$ cat config.mk
export PLATFORM = sky130hd
export DESIGN_NAME = mdu_unit
export DESIGN_NICKNAME = d
export VERILOG_FILES = /design/src/rtl/mdu_unit.sv
export SDC_FILE = /design/constraint.sdc
export NUM_CORES = 2
export LEC_CHECK = 0
export CORE_MARGIN = 1.5
export CORE_UTILIZATION = 53
export CTS_CLUSTER_SIZE = 24
export DETAILED_ROUTE_END_ITERATION = 10
export PLACE_DENSITY = 0.74
export SKIP_CTS_REPAIR_TIMING = 1
export SYNTH_ARGS = -nofsm -noshare
export SYNTH_HDL_FRONTEND = slang
export SYNTH_SLANG_ARGS = --single-unit
$ cat constraint.sdc
create_clock -name clock -period 16.7 [get_ports clock]
set_input_delay 1.67 -clock clock [delete_from_list [all_inputs] [get_ports clock]]
set_output_delay 1.67 -clock clock [all_outputs]
set_load 0.05 [all_outputs]
$ cat src/rtl/mdu_unit.sv
// mdu_unit: RV32M multiply/divide functional unit.
// Multiplies finish in one registered cycle; divides run a 32-step radix-2
// restoring loop. Each result leaves as a one-cycle writeback pulse tagged
// with its scoreboard index.

package mdu_pkg;

    localparam int unsigned FuIdxWidth = 3;

    typedef enum logic [2:0] {
        MUL, MULH, MULHSU, MULHU, DIV, DIVU, REM, REMU
    } fu_op_t;

    typedef struct packed {
        fu_op_t                 operation;
        logic [31:0]            operand_a;
        logic [31:0]            operand_b;
        logic [FuIdxWidth-1:0]  idx;
    } fu_data_t;

endpackage

module mdu_unit
    import mdu_pkg::*;
#(
    parameter int unsigned IdxWidth = FuIdxWidth
) (
    input  logic                clock,
    input  logic                reset_n,
    input  logic                flush,
    input  logic                mdu_valid,
    input  fu_data_t            fu_data,
    output logic                mdu_ready,
    output logic                result_valid,
    output logic [31:0]         result,
    output logic [IdxWidth-1:0] result_idx
);

    typedef enum logic [1:0] {ST_IDLE, ST_MUL, ST_DIV, ST_DONE} state_t;

    state_t             state;
    fu_op_t             op_q;
    logic signed [32:0] mul_a;
    logic signed [32:0] mul_b;
    logic [31:0]        dividend;   // shifts out dividend bits, shifts in quotient bits
    logic [31:0]        divisor;
    logic [32:0]        prem;
    logic [4:0]         count;
    logic               neg_q;
    logic               neg_r;

    // accept-side decode
    fu_op_t      in_op;
    logic        accept;
    logic        in_mul;
    logic        in_div_signed;
    logic        in_quot;
    logic        in_sgn_a;
    logic        in_sgn_b;
    logic        in_div_zero;
    logic        in_overflow;
    logic [31:0] abs_a;
    logic [31:0] abs_b;
    logic [31:0] special_result;

    // datapath
    logic [33:0]        shifted;
    logic [33:0]        diff;
    logic               ge;
    logic [32:0]        prem_next;
    logic [31:0]        quot_next;
    logic [31:0]        q_fix;
    logic [31:0]        r_fix;
    logic [31:0]        div_result;
    logic signed [63:0] product;
    logic [31:0]        mul_result;

    assign mdu_ready    = (state == ST_IDLE);
    assign result_valid = (state == ST_DONE) && !flush;

    // Decode the incoming operation: operand signedness, absolute values, special divides
    always_comb begin
        in_op         = fu_data.operation;
        accept        = mdu_valid && (state == ST_IDLE) && !flush;
        in_mul        = (in_op == MUL) || (in_op == MULH) || (in_op == MULHSU) || (in_op == MULHU);
        in_div_signed = (in_op == DIV) || (in_op == REM);
        in_quot       = (in_op == DIV) || (in_op == DIVU);
        // a sign bit only counts when the operation treats that operand as signed
        in_sgn_a      = fu_data.operand_a[31] &&
                        ((in_op == MUL) || (in_op == MULH) || (in_op == MULHSU) || in_div_signed);
        in_sgn_b      = fu_data.operand_b[31] &&
                        ((in_op == MUL) || (in_op == MULH) || in_div_signed);
        abs_a         = in_sgn_a ? -fu_data.operand_a : fu_data.operand_a;
        abs_b         = in_sgn_b ? -fu_data.operand_b : fu_data.operand_b;
        in_div_zero   = (fu_data.operand_b == '0);
        in_overflow   = in_div_signed && (fu_data.operand_a == 32'h8000_0000) &&
                        (fu_data.operand_b == '1);
        if (in_div_zero) begin
            special_result = in_quot ? '1 : fu_data.operand_a;
        end else begin
            special_result = in_quot ? 32'h8000_0000 : '0;
        end
    end

    // One restoring-divide step, final sign fix, and the multiply product
    always_comb begin
        shifted    = {prem, dividend[31]};
        diff       = shifted - {2'b00, divisor};
        ge         = !diff[33];
        prem_next  = ge ? diff[32:0] : shifted[32:0];
        quot_next  = {dividend[30:0], ge};
        q_fix      = neg_q ? -quot_next : quot_next;
        r_fix      = neg_r ? -prem_next[31:0] : prem_next[31:0];
        div_result = ((op_q == DIV) || (op_q == DIVU)) ? q_fix : r_fix;
        product    = 64'(mul_a) * 64'(mul_b);
        mul_result = (op_q == MUL) ? product[31:0] : product[63:32];
    end

    // Control FSM with registered result, index and divider state
    always_ff @(posedge clock) begin
        if (!reset_n) begin
            state      <= ST_IDLE;
            op_q       <= MUL;
            mul_a      <= '0;
            mul_b      <= '0;
            dividend   <= '0;
            divisor    <= '0;
            prem       <= '0;
            count      <= '0;
            neg_q      <= 1'b0;
            neg_r      <= 1'b0;
            result     <= '0;
            result_idx <= '0;
        end else if (flush) begin
            state <= ST_IDLE;
        end else begin
            case (state)
                ST_IDLE: begin
                    if (accept) begin
                        op_q       <= in_op;
                        result_idx <= IdxWidth'(fu_data.idx);
                        mul_a      <= {in_sgn_a, fu_data.operand_a};
                        mul_b      <= {in_sgn_b, fu_data.operand_b};
                        dividend   <= abs_a;
                        divisor    <= abs_b;
                        neg_q      <= in_sgn_a ^ in_sgn_b;
                        neg_r      <= in_sgn_a;
                        prem       <= '0;
                        count      <= '0;
                        if (in_mul) begin
                            state <= ST_MUL;
                        end else if (in_div_zero || in_overflow) begin
                            result <= special_result;
                            state  <= ST_DONE;
                        end else begin
                            state <= ST_DIV;
                        end
                    end
                end
                ST_MUL: begin
                    result <= mul_result;
                    state  <= ST_DONE;
                end
                ST_DIV: begin
                    prem     <= prem_next;
                    dividend <= quot_next;
                    count    <= count + 5'd1;
                    if (count == 5'd31) begin
                        result <= div_result;
                        state  <= ST_DONE;
                    end
                end
                ST_DONE: begin
                    state <= ST_IDLE;
                end
                default: begin
                    state <= ST_IDLE;
                end
            endcase
        end
    end

endmodule

==> impl_metrics.env <==
export IMPL_r2r_start="mul_b[6]"
export IMPL_post_route_period_util_pct=54.2
export IMPL_layout_drive_gt1_share_pct=2.88
export IMPL_yosysWarnings=0
export IMPL_wl_per_cell_um=21.0
export IMPL_end_kind="register"
export IMPL_reg2reg_slack_ps=7640
export IMPL_cp_required_ps=17210
export IMPL_worst_pin_slew_ps=1310
export IMPL_p_int_mw=1.25
export IMPL_h_tree_depth=1
export IMPL_cpPeakStageDelay_ps=860
export IMPL_die_height_um=319
export IMPL_critPathMaxFanout=18
export IMPL_seq_area_frac_synth_pct=7.87
export IMPL_yosys_area_share_adder_pct=48.7
export IMPL_powerDensity_nw_per_um2=38.7
export IMPL_synth_nets=7633
export IMPL_irDropWorstVdd_uv=82.1
export IMPL_cts_buffers=26
export IMPL_layout_common_cells="inv_1, fa_1, nand2_1"
export IMPL_worst_r2r_cell_count=28
export IMPL_core_area_um2=98700
export IMPL_yosysTopAreaCell="fa_1"
export IMPL_synth_area_um2=52900
export IMPL_initial_core_util_pct=53.6
export IMPL_setup_viol_count_final=0
export IMPL_drc=0
export IMPL_synth_cells=6176
export IMPL_power_leakage_nw=27.4
export IMPL_synth_top_family_by_area="adder cells"
export IMPL_dr_pass1_iters=6
export IMPL_drt_total_wl_mm=155
export IMPL_area_growth_pct=5.73
export IMPL_clk_latency_ps=590
export IMPL_p_total_mw=2.16
export IMPL_drt_iter0_markers=3346
export IMPL_dp_cells=7313
export IMPL_setup_ws_ps=7640
export IMPL_final_core_util_pct=56.7
export IMPL_gp_congestion=1.02
export IMPL_instances_no_fill=7361
export IMPL_ant_nets=0
export IMPL_synth_compound_area_share_pct=10.2
export IMPL_startpoint="mul_b[6]"
export IMPL_power_frac_comb_pct=44.5
export IMPL_slew_violations=0
export IMPL_setup_tns_ps=0
export IMPL_grt_max_degree=103
export IMPL_grtUsageTotal_pct=31.1
export IMPL_die_x_um=319
export IMPL_fin_skew_ps=50.9
export IMPL_placed_cell_area_um2=55000
export IMPL_final_common_cell="inv_1"
export IMPL_cpMaxStageDelayCell="dfxtp_1"
export IMPL_yosys_top_cells_area="fa_1, inv_1, dfxtp_1"
export IMPL_yosys_area_share_simple_pct=18.3
export IMPL_worst_hold_slack_ps=464
export IMPL_placement_setup_worst_slack_ps=7830
export IMPL_grt_pass1_vias=44300
export IMPL_finalInstanceArea_um2=56000
export IMPL_n_fill_cell=8867
export IMPL_min_path_type="register to register"
export IMPL_min_from="mul_b[25]"
export IMPL_synth_edff_count=0
export IMPL_pwr_share_seq_pct=25.0
export IMPL_fin_crit_ps=9060
export IMPL_cts_root_buf="clkbuf_16"
export IMPL_rsz0062_at_grt="no"
export IMPL_clk_path_buf_depth=3
export IMPL_ys_flop_type="dfxtp_1"
export IMPL_crit_end="result[27]"
export IMPL_path_class="register to register"
export IMPL_clkSlewWorstSetupHoldPaths_ps=70
export IMPL_path_common_cell="fa_1"
export IMPL_pin_count=111
export IMPL_die_area_um2=102000
export IMPL_grt_overflow_total=0
export IMPL_crit_arrival_ps=9560
export IMPL_status="completed"
export IMPL_timing_rr_end="result[27]"
export IMPL_synth_cell_types=84
export IMPL_max_slew_margin_pct=12.5
export IMPL_port_buffers=110
export IMPL_ys_seq_elements=208
export IMPL_synth_top_area_share_pct=42.6
export IMPL_hold_viol_final=0
export IMPL_maxCapViolCount=0
export IMPL_fmax_ghz=0.110
export IMPL_synthArstFlopShare_pct=0
export IMPL_clock_sinks=208
export IMPL_vias=42300
export IMPL_hpwl_mm=124
export IMPL_critPathLaunchType="register"
export IMPL_synth_xor_area_share_pct=3.29
export IMPL_swShare_pct=42.3
export IMPL_p_clk_share_pct=30.5
export IMPL_fin_nets=7511
export IMPL_switchingPower_mw=0.915
export IMPL_via_per_inst=5.75
export IMPL_syn_avg_cell_area_um2=8.57
export IMPL_grt_pass1_wl_mm=249
export IMPL_holdPathStages=2
export IMPL_synth_mux_area_share_pct=0.652
export IMPL_rows=115
export IMPL_antenna_found_initial=3
export IMPL_cts_tree="done"
==> kinds of logic after synthesis <==
kind of cell,count (synthesis)
compound gates,813
xor+xnor,199
fa+ha+maj,1383
buf+inv,1539
flops,208
mux,34
simple gates,2000
==> cells in the mapped netlist, types with 35 or more instances <==
| master | n |
|---|---|
| a21boi_0 | 108 |
| nand2_1 | 984 |
| inv_1 | 1194 |
| o21ai_0 | 203 |
| nor2_1 | 141 |
| and2_1 | 561 |
| nand3_1 | 42 |
| dfxtp_1 | 208 |
| xor2_1 | 79 |
| nor3_1 | 47 |
| nor2b_1 | 48 |
| fa_1 | 1126 |
| ha_1 | 257 |
| a21o_1 | 56 |
| xnor2_1 | 120 |
| nand2b_1 | 35 |
| clkbuf_1 | 321 |
| a21oi_1 | 166 |
==> state kept, by name, indices dropped and copies added (netlist names), 2 cells and up <==
signal / flops
count: 5
dividend: 32
divisor: 31
mul_a: 33
mul_b: 33
op_q: 3
prem: 33
result: 32
result_idx: 3
state: 2
==> power groups by stage <==
stage	clock network [mW]	logic (mW)	registers, mW
floorplan	0	0.607	0.548
global placement	0	0.926	0.551
detailed placement	0	0.932	0.551
CTS	0.659	0.948	0.540
global route	0.679	1.05	0.544
finish	0.659	0.963	0.542
==> routing by layer <==
metal  part of all wire [%]  global-route usage [%]  vias to the layer above  wire length (um)
met5                 0.0078                       0                        -                12
met4                    4.0                    11.0                        2              6130
met3                    8.8                    4.35                      354             13700
met2                     46                    49.6                     1873             70600
met1                     42                    43.4                    21500             64400
li1                       -                       -                    18600                 -
==> how the worst min path moves through the flow <==
stage / to / slack, ps
final: mul_b[25] / 460
after global routing: mul_a[12] / 490
after CTS: mul_b[22] / 470
after detailed placement: result[12] / 450
after global placement: result[2] / 450
after floorplan: divisor[31] / 440
==> layout make-up <==
cell class | count | area (um^2) | share of cell area [%]
Clock inverter | 14 | 259 | 0.463
Multi-Input combinational cell | 4429 | 43000 | 76.8
Antenna cell | 1 | 2.50 | 0.00447
Timing Repair Buffer | 194 | 1730 | 3.09
Clock buffer | 33 | 707 | 1.26
Tap cell | 1287 | 1610 | 2.88
Inverter | 1195 | 4490 | 8.02
Sequential cell | 208 | 4170 | 7.45
==> critical path: cells and delay by family, from the launching register on <==
family | cells | cell delay, ps
AOI/OAI and AO/OA | 5 | 1070
xor gates and xnor gates | 1 | 260
adders and majority gates | 9 | 4480
buffers and inverters | 8 | 1420
DFF | 1 | 860
and+or+nand+nor | 5 | 840
Note: power is estimated with default switching activity, not from simulation.
